`config.mk`:
```
export PLATFORM = sky130hd
export DESIGN_NAME = tab_collector
export DESIGN_NICKNAME = d
export VERILOG_FILES = /design/src/rtl/tab_collector.sv
export SDC_FILE = /design/constraint.sdc
export NUM_CORES = 1
export LEC_CHECK = 0
export BUFFER_PORTS_ARGS = -buffer_cell sky130_fd_sc_hd__buf_2
export CORE_MARGIN = 1
export CORE_UTILIZATION = 40
export CTS_CLUSTER_DIAMETER = 150
export DETAILED_ROUTE_END_ITERATION = 10
export GPL_ROUTABILITY_DRIVEN = 0
export HOLD_SLACK_MARGIN = 0.15
export REMOVE_ABC_BUFFERS = 1
export SLEW_MARGIN = 25
export SYNTH_ARGS = -nofsm -noshare
export SYNTH_HDL_FRONTEND = slang
export SYNTH_SLANG_ARGS = --single-unit
```
`constraint.sdc`:
```
create_clock -name clk -period 5.5 [get_ports clk]
set_input_delay 0.275 -clock clk [delete_from_list [all_inputs] [get_ports clk]]
set_output_delay 0.275 -clock clk [all_outputs]
set_load 0.005 [all_outputs]
```
`src/rtl/tab_collector.sv`:
```
// tab_collector
//
// Consumer that sits after the x3 table generator. It watches the generator's
// (index, result) stream and stores each new table entry in a small buffer.
// Every stored entry is checked for a correct product and for the index
// following the previous one. A running sum of results is kept. Once the
// final entry has been stored, the buffer is drained through a valid/ready
// port, and then done is raised.
//
// Ports:
//   clk        in   rising-edge clock
//   rst        in   asynchronous reset, active low
//   index      in   [3:0] table index from the generator
//   result     in   [7:0] table result from the generator
//   out_ready  in   downstream accepts the current beat
//   out_valid  out  out_index/out_result hold a valid beat
//   out_index  out  [3:0] index of the drained entry
//   out_result out  [7:0] result of the drained entry
//   sum        out  [11:0] running sum of captured results
//   err_count  out  [3:0] erroneous entries seen, saturating at 15
//   error      out  sticky flag: any entry error or buffer overflow
//   done       out  drain complete, held until reset

module tab_collector #(
    parameter int MULT       = 3,
    parameter int LAST_INDEX = 10,
    parameter int DEPTH      = 16
) (
    input  logic        clk,
    input  logic        rst,
    input  logic [3:0]  index,
    input  logic [7:0]  result,
    input  logic        out_ready,
    output logic        out_valid,
    output logic [3:0]  out_index,
    output logic [7:0]  out_result,
    output logic [11:0] sum,
    output logic [3:0]  err_count,
    output logic        error,
    output logic        done
);

    localparam int AW = $clog2(DEPTH);
    localparam int PW = AW + 1;

    typedef enum logic [1:0] {
        COLLECT,
        DRAIN,
        FINISHED
    } state_t;

    state_t        state;
    state_t        state_next;

    logic [11:0]   entries [DEPTH];
    logic [PW-1:0] wr_ptr;
    logic [PW-1:0] rd_ptr;
    logic          have_first;
    logic [3:0]    last_idx;

    logic          capture;
    logic          entry_bad;
    logic          hit_last;
    logic          hit_full;
    logic          transfer;
    logic          last_beat;
    logic [11:0]   head;
    logic [9:0]    expected_result;

    // The product is formed in 10 bits so that an 8-bit result can never
    // alias a larger product.
    assign expected_result = 10'(MULT) * {6'd0, index};

    assign done = (state == FINISHED);

    // State register.
    always_ff @(posedge clk or negedge rst) begin
        if (!rst) begin
            state <= COLLECT;
        end else begin
            state <= state_next;
        end
    end

    // Next-state and output decode.
    // A capture happens only when the index changes (or on the very first
    // sample), so the generator's repeated index 0 after reset is absorbed.
    // The index sequence check wraps in 4 bits, like the index itself.
    always_comb begin
        capture    = 1'b0;
        entry_bad  = 1'b0;
        hit_last   = 1'b0;
        hit_full   = 1'b0;
        transfer   = 1'b0;
        last_beat  = 1'b0;
        out_valid  = 1'b0;
        out_index  = 4'd0;
        out_result = 8'd0;
        state_next = state;
        head       = entries[rd_ptr[AW-1:0]];

        case (state)
            COLLECT: begin
                capture = !have_first || (index != last_idx);
                if (capture) begin
                    entry_bad = ({2'b00, result} != expected_result) ||
                                (have_first && (index != last_idx + 4'd1));
                    hit_last  = (index == 4'(LAST_INDEX));
                    hit_full  = (wr_ptr == PW'(DEPTH - 1));
                    if (hit_last || hit_full) begin
                        state_next = DRAIN;
                    end
                end
            end

            DRAIN: begin
                out_valid = (rd_ptr < wr_ptr);
                if (out_valid) begin
                    out_index  = head[11:8];
                    out_result = head[7:0];
                end
                transfer  = out_valid && out_ready;
                last_beat = transfer && ((rd_ptr + 1'b1) == wr_ptr);
                if (last_beat) begin
                    state_next = FINISHED;
                end
            end

            default: begin
            end
        endcase
    end

    // Collection bookkeeping, checking and drain pointer.
    // Filling the buffer without seeing the last index is flagged through the
    // sticky error only; err_count is reserved for bad entries.
    always_ff @(posedge clk or negedge rst) begin
        if (!rst) begin
            wr_ptr     <= '0;
            rd_ptr     <= '0;
            have_first <= 1'b0;
            last_idx   <= 4'd0;
            sum        <= 12'd0;
            err_count  <= 4'd0;
            error      <= 1'b0;
        end else begin
            if (capture) begin
                wr_ptr     <= wr_ptr + 1'b1;
                last_idx   <= index;
                have_first <= 1'b1;
                sum        <= sum + {4'd0, result};
                if (entry_bad) begin
                    error <= 1'b1;
                    if (err_count != 4'hF) begin
                        err_count <= err_count + 4'd1;
                    end
                end
                if (hit_full && !hit_last) begin
                    error <= 1'b1;
                end
            end
            if (transfer) begin
                rd_ptr <= rd_ptr + 1'b1;
            end
        end
    end

    // Entry storage; contents need no reset because the pointers gate them.
    always_ff @(posedge clk) begin
        if (capture) begin
            entries[wr_ptr[AW-1:0]] <= {index, result};
        end
    end

endmodule
```
==> results of run 1 <==
[worst paths after layout]
check / endpoint / startpoint / cells after the start
worst max-delay path: out_index[3] / rd_ptr[0] / 5
worst min-delay path: entries[6][6] / result[6] / 1
worst max register to register: state[0] / rd_ptr[3] / 7
worst min register to register: error / error / 1
max in group asynchronous: rd_ptr[0] / rst / 2
min in group asynchronous: last_idx[3] / rst / 2
[layer usage]
layer	routed length [um]	vias up	share of wire, %
met5	0	-	0
met4	563	0	2.7
met3	629	38	3.0
met2	10190	130	49
met1	9285	2612	45
li1	-	2263	-
[area by class of cell]
| cell class | instances | area, sq um |
|---|---|---|
| clock buffers | 26 | 629.4 |
| clock inverters | 20 | 300.3 |
| fillers | 1977 | 12410 |
| inverters | 14 | 52.55 |
| multi-input cells | 277 | 3047 |
| flip-flops and latches | 226 | 6619 |
| well taps | 319 | 399.1 |
| repair buffers | 54 | 297.8 |
[placed cells by master (no fill, tap or decap), types with 6 or more instances in the layout]
master     count
a21oi_1       10
nor3_1         6
ha_1          26
mux4_2        22
o21ai_0       14
nor2_2         7
nand2_1       39
mux4_1        38
nand3_1        7
dfrtp_1       32
buf_2         45
buf_4          7
xor2_1        20
inv_1         14
nor2_1        13
edfxtp_1     192
bufinv_16      7
xnor2_1       17
and2_1        13
clkbuf_16     25
[critical path, cell delays in order (launching register included)]
cell	delay, ns
dfrtp_2	0.94
buf_4	0.50
mux4_1	0.64
mux4_2	0.46
and2_1	0.16
buf_2	0.12
[kinds of logic (layout without fill, tap and decap cells)]
family                   count (synthesis)  count (layout)
buffers and inverters                   36             114
XOR/XNOR                                37              37
flip-flops                             226             226
AND/OR/NAND/NOR                        106             106
adder cells (fa/ha/maj)                 28              28
AO/OA/AOI/OAI                           42              42
multiplexers                            64              64
[Yosys cell counts (5+ instances only)]
master	instances
edfxtp_1	192
nand2_1	39
mux4_1	38
dfrtp_1	34
ha_1	26
mux4_2	22
nor2_1	20
xor2_1	20
xnor2_1	17
inv_1	14
o21ai_0	14
and2_1	13
clkbuf_1	12
a21oi_1	10
nor3_1	10
nand3_1	7
buf_6	5
nor2b_1	5
[power breakdown]
group          internal [uW]  total [uW]  switching [uW]
clock network           1170        1850             681
logic                    845        1620             777
registers               2010        2260             244
total                   4030        5730            1700
[state kept, by name (all words and copies together), names as in the netlist]
| signal | flops |
|---|---|
| sum | 12 |
| error | 1 |
| entries | 192 |
| rd_ptr | 5 |
| state | 2 |
| have_first | 1 |
| err_count | 4 |
| wr_ptr | 5 |
| last_idx | 4 |
[stage by stage]
step,hold WS (ns),total power (uW)
after floorplan,-0.02059,3347
after global placement,0.4017,3890
after detailed placement,0.4210,3932
after CTS,0.1577,5790
after global routing,0.1766,6026
final,0.1782,5728
[what timing repair did]
item,4_1_cts,5_1_grt
setup buffers,0,0
endpoints found under the hold margin,35,0
hold buffers,2,0
==> metrics.csv, run 1 <==
stage,metric,value,unit
yosys,synth-seq-cells,226,
die,boundaryPins,46,
yosys,synth_top_family_by_area,multiplexers,
sta,worstMarginPinSlew,1.048,ns
layout,stdcell_count,936,
placed_design,pre_cts_ws,2.101,ns
worst_setup_path,endpoint_kind,output pin,
yosys,ys.flop_type,edfxtp_1,
global_routing,gr-max-usage-layer,met2,
die,die_area,25100,sq um
global_routing,grt_max_degree,52,
yosys,synth_xor_area_share,3.310,%
detailed_routing,drt_iter0_drc,303,
worst_setup_path,start_kind,flip-flop,
yosys,synthMuxAreaShare,15.72,%
yosys,synthArstFlopShare,15.04,%
placed_design,numPortBuffers,45,
layout,syn_to_final_growth,15.89,%
yosys,yosys.area.top_type,edfxtp_1,
sta,min_period_over_period,66.31,%
layout,num_antenna_cells,0,
yosys,ys_seq_area_share,67.59,%
yosys,synth.area.top_cells,"edfxtp_1 (59%), mux4_1 (10%), dfrtp_1 (8.7%), mux4_2 (5.1%), ha_1 (3.3%)",
yosys,synth-simple-area-share,5.087,%
global_routing,grt_remaining_overflow,0,
placed_design,place_area,10400,sq um
yosys,synth_top_area_share,58.90,%
detailed_routing,vias_per_cell,5.388,
yosys,synth-compound-area-share,2.633,%
detailed_routing,antenna_left,0,
placed_design,place_hpwl,12.49,mm
sta,hold_violations,0,
yosys,synth_edf_count,192,
sta,slew_headroom,30.15,%
detailed_routing,dr_total_vias,5043,
global_routing,antenna_found_initial,0,
die,core_area,23750,sq um
pwr,peakVddDrop,0.2992,mV
sta,setup_ws,1.853,ns
global_routing,first_global_vias,5334,
yosys,synth_cell_types,40,
worst_setup_path,path_class,flip-flop to output pin,
layout,drive_above_1_share,21.88,%
sta,fmax,274.2,MHz
clocking,ctsResizeCount,0,
layout,nets,641,
die,die_w,158.4,um
pwr,power_density,504.9,nW/um^2
layout,final_core_util,47.76,%
global_routing,grt_usage,17.24,%
status,outcome,"finished, final reports clean",
worst_setup_path,rrSetupSlack,2.54,ns
sta,final_max_slew_viol_count,0,
yosys,yosys_warnings,0,
detailed_routing,first_pass_iters,4,
sta,period_minus_slack,3.647,ns
yosys,synth_cells,539,
clocking,h-tree-depth,1,
sta,setup_violations,0,
global_routing,grtUsageMet2,29.26,%
clocking,cts.sinks,226,
worst_setup_path,crit_fanout,30,
detailed_routing,wirelength,20.67,mm
sta,fin_tns_setup,0,ns
detailed_routing,drc,0,
yosys,netlist_area,9789,sq um
detailed_routing,routedWlPerCell,22.08,um
yosys,synth_area_per_cell,18.16,sq um
flow_run,maxCapViolCount,0,
sta,fin_skew,0.01131,ns
layout,design_area,11340,sq um
pwr,leakagePower,0.004073,uW
clocking,cts_buffers,25,
die,die_h,158.4,um
placed_design,dp_cells,888,
min_path,worst_hold_path_type,primary input to flip-flop,
clocking,cts_tree,done,
sta,rsz0062_at_grt,false,
die,placementRows,56,
global_routing,gr-usage-met3,2.205,%
clocking,clock_latency,0.53,ns
die,initial_core_util,41.21,%
yosys,synth_fa_ha_area_share,3.732,%
clocking,clockRootBuffer,clkbuf_16,
worst_setup_path,critical_path_required,5.22,ns
global_routing,grtUsageMet1,22.98,%
worst_setup_path,crit_arrival,3.37,ns
clocking,path_clk_slew,0.06,ns
clocking,clockBufferDepth,3,
global_routing,grt_pass1_wl,31.34,mm
Note: power is estimated with default switching activity, not from simulation.
==> run 2: changes to the inputs <==
Clock period 5.5 ns to 3 ns, I/O delays scaled along.
==> metrics.csv, run 2 (synthesis gave the netlist of run 1 again) <==
stage,metric,value,unit,change
clocking,cts_tree,done,,
sta,final_max_slew_viol_count,0,,unchanged
pwr,p_comb_share,32.5,%,+4.2 points
status,outcome,"finished, final reports clean",,
die,die_h,158.4,um,unchanged
die,die_w,158.4,um,unchanged
sta,fin_tns_setup,0,ns,unchanged
sta,worstMarginPinSlew,0.8300,ns,-0.2177 ns
worst_setup_path,path_class,flip-flop to output pin,,
layout,drive_above_1_share,22.29,%,+0.41 points
pwr,p_switching,3086,uW,+81%
layout,nets,679,,+5.9%
detailed_routing,wirelength,21.71,mm,+5.0%
layout,layout_common_cells,"edfxtp_1 (192), buf_2 (45), nand2_1 (39)",,
flow_run,maxCapViolCount,0,,unchanged
worst_setup_path,crit_arrival,2.65,ns,-0.72 ns
die,boundaryPins,46,,unchanged
placed_design,dp_cells,912,,+2.7%
pwr,power,10210,uW,+78%
worst_setup_path,critical_path_required,2.85,ns,-2.37 ns
pwr,peakVddDrop,0.4425,mV,+48%
worst_setup_path,endpoint_kind,output pin,,
global_routing,grt_usage,18.01,%,+0.77 points
clocking,cts_buffers,25,,unchanged
layout,stdcell_count,974,,+4.1%
pwr,sequentialPowerShare,39.0,%,-0.4 points
layout,final_common_cell,edfxtp_1,,
detailed_routing,dr_total_vias,5220,,+3.5%
sta,fin_skew,0.01379,ns,+0.002483 ns
min_path,worst_hold_path_type,primary input to flip-flop,,
clocking,path_clk_slew,0.06,ns,about the same
pwr,switching_share,30.23,%,+0.51 points
detailed_routing,routedWlPerCell,22.29,um,+0.91%
sta,fmax,356.9,MHz,
layout,largest_reg_flops,192,,unchanged
detailed_routing,vias_per_cell,5.359,,-0.53%
sta,min_period_over_period,93.41,%,
sta,period_minus_slack,2.802,ns,
global_routing,grt_pass1_wl,32.62,mm,+4.1%
layout,num_antenna_cells,0,,unchanged
sta,slew_headroom,44.67,%,+15 points
placed_design,numPortBuffers,45,,unchanged
die,initial_core_util,41.21,%,unchanged
detailed_routing,drt_iter0_drc,356,,+17%
sta,setup_violations,0,,unchanged
detailed_routing,drc,0,,unchanged
clocking,cts.sinks,226,,unchanged
sta,rsz0062_at_grt,false,,
die,placementRows,56,,unchanged
sta,hold_violations,0,,unchanged
clocking,clockBufferDepth,3,,unchanged
clocking,clock_latency,0.52,ns,about the same
die,core_area,23750,sq um,unchanged
worst_setup_path,start_kind,flip-flop,,
pwr,clkPwrFrac,28.5,%,-3.8 points
clocking,h-tree-depth,1,,unchanged
layout,syn_to_final_growth,17.66,%,
global_routing,antenna_found_initial,0,,unchanged
pwr,internal-power,7123,uW,+77%
clocking,clockRootBuffer,clkbuf_16,,
pwr,leakagePower,0.004202,uW,+3.2%
sta,hold_ws,0.1878,ns,+0.009562 ns
layout,fillCellCount,1970,,-0.35%
global_routing,grt_remaining_overflow,0,,unchanged
layout,final_core_util,48.49,%,+0.73 points
detailed_routing,antenna_left,0,,unchanged
placed_design,place_hpwl,13.89,mm,+11%
global_routing,first_global_vias,5349,,+0.28%
worst_setup_path,crit_fanout,6,,-80%
pwr,power_density,886.3,nW/um^2,+76%
detailed_routing,first_pass_iters,5,,+1
global_routing,grt_max_degree,52,,unchanged
die,die_area,25100,sq um,unchanged
==> run 2: cell count changes in the layout (fill, tap and decap cells not counted), moves of 3 or more <==
cell	delta
nor2_2	-7
clkbuf_1	+6
buf_4	+23
nor2_1	+7
clkinvlp_4	-3
dlygate4sd3_1	+11
nor3_2	+4
nor3_4	-4
clkinv_1	+3
bufinv_16	-5
buf_12	+3
==> run 2: critical path, cell delays in order (launching register included) <==
cell	delay [ns]
dfrtp_4	0.51
buf_4	0.21
mux4_1	0.62
mux4_2	0.49
and2_1	0.18
buf_2	0.12
==> run 2: path summary, 6_finish.rpt <==
| path | start | to | slack, ns | cells after the start |
|---|---|---|---|---|
| max in group asynchronous | rst | rd_ptr[0] | 2.12 | 2 |
| worst min-delay path | index[2] | entries[15][10] | 0.19 | 2 |
| worst max register to register | last_idx[2] | entries[11][7] | 0.53 | 7 |
| worst min register to register | error | error | 0.48 | 1 |
| min in group asynchronous | rst | error | 0.27 | 2 |
| worst max-delay path | rd_ptr[0] | out_result[2] | 0.20 | 5 |
==> run 2: stage by stage <==
stage               setup slack [ns]  area [sq um]
finish                        0.1978         11520
global route                 0.01225         11520
CTS                          0.09416         11510
detailed placement            0.4287         10570
global placement              0.4597         10570
floorplan                   -0.06458          9653
==> run 2: final cells by class <==
type / count / area (sq um) / share of cell area (%)
inverter: 14 / 52.55 / 0.4562
clock inverter: 14 / 133.9 / 1.162
multi-input combinational: 277 / 3004 / 26.08
clock buffer: 32 / 651.9 / 5.659
tap: 319 / 399.1 / 3.465
sequential: 226 / 6621 / 57.48
timing repair buffer: 92 / 655.6 / 5.692
==> run 2: power groups by stage <==
stage	logic [uW]	registers, uW	clock network [uW]
floorplan	1920	4210	0
global route	3650	4030	3090
detailed placement	3240	4080	0
CTS	3360	3980	2970
finish	3320	3980	2910
global placement	3190	4060	0
==> run 2: routing by layer <==
metal,global-route usage (%),share of wire (%),vias up,wire length [um]
li1,-,-,2340,-
met1,25.06,44,2687,9490
met2,30.24,49,163,10580
met3,2.177,5.8,30,1268
met4,4.258,1.7,0,364
met5,0,0,-,0
==> run 2: timing repair <==
action                                  CTS  global route
resized for setup                         1             2
pin swaps                                 0             0
endpoints found under the hold margin   162             0
buffers inserted                          3             0
endpoints found under the setup margin   12            12
hold buffers                             13             0
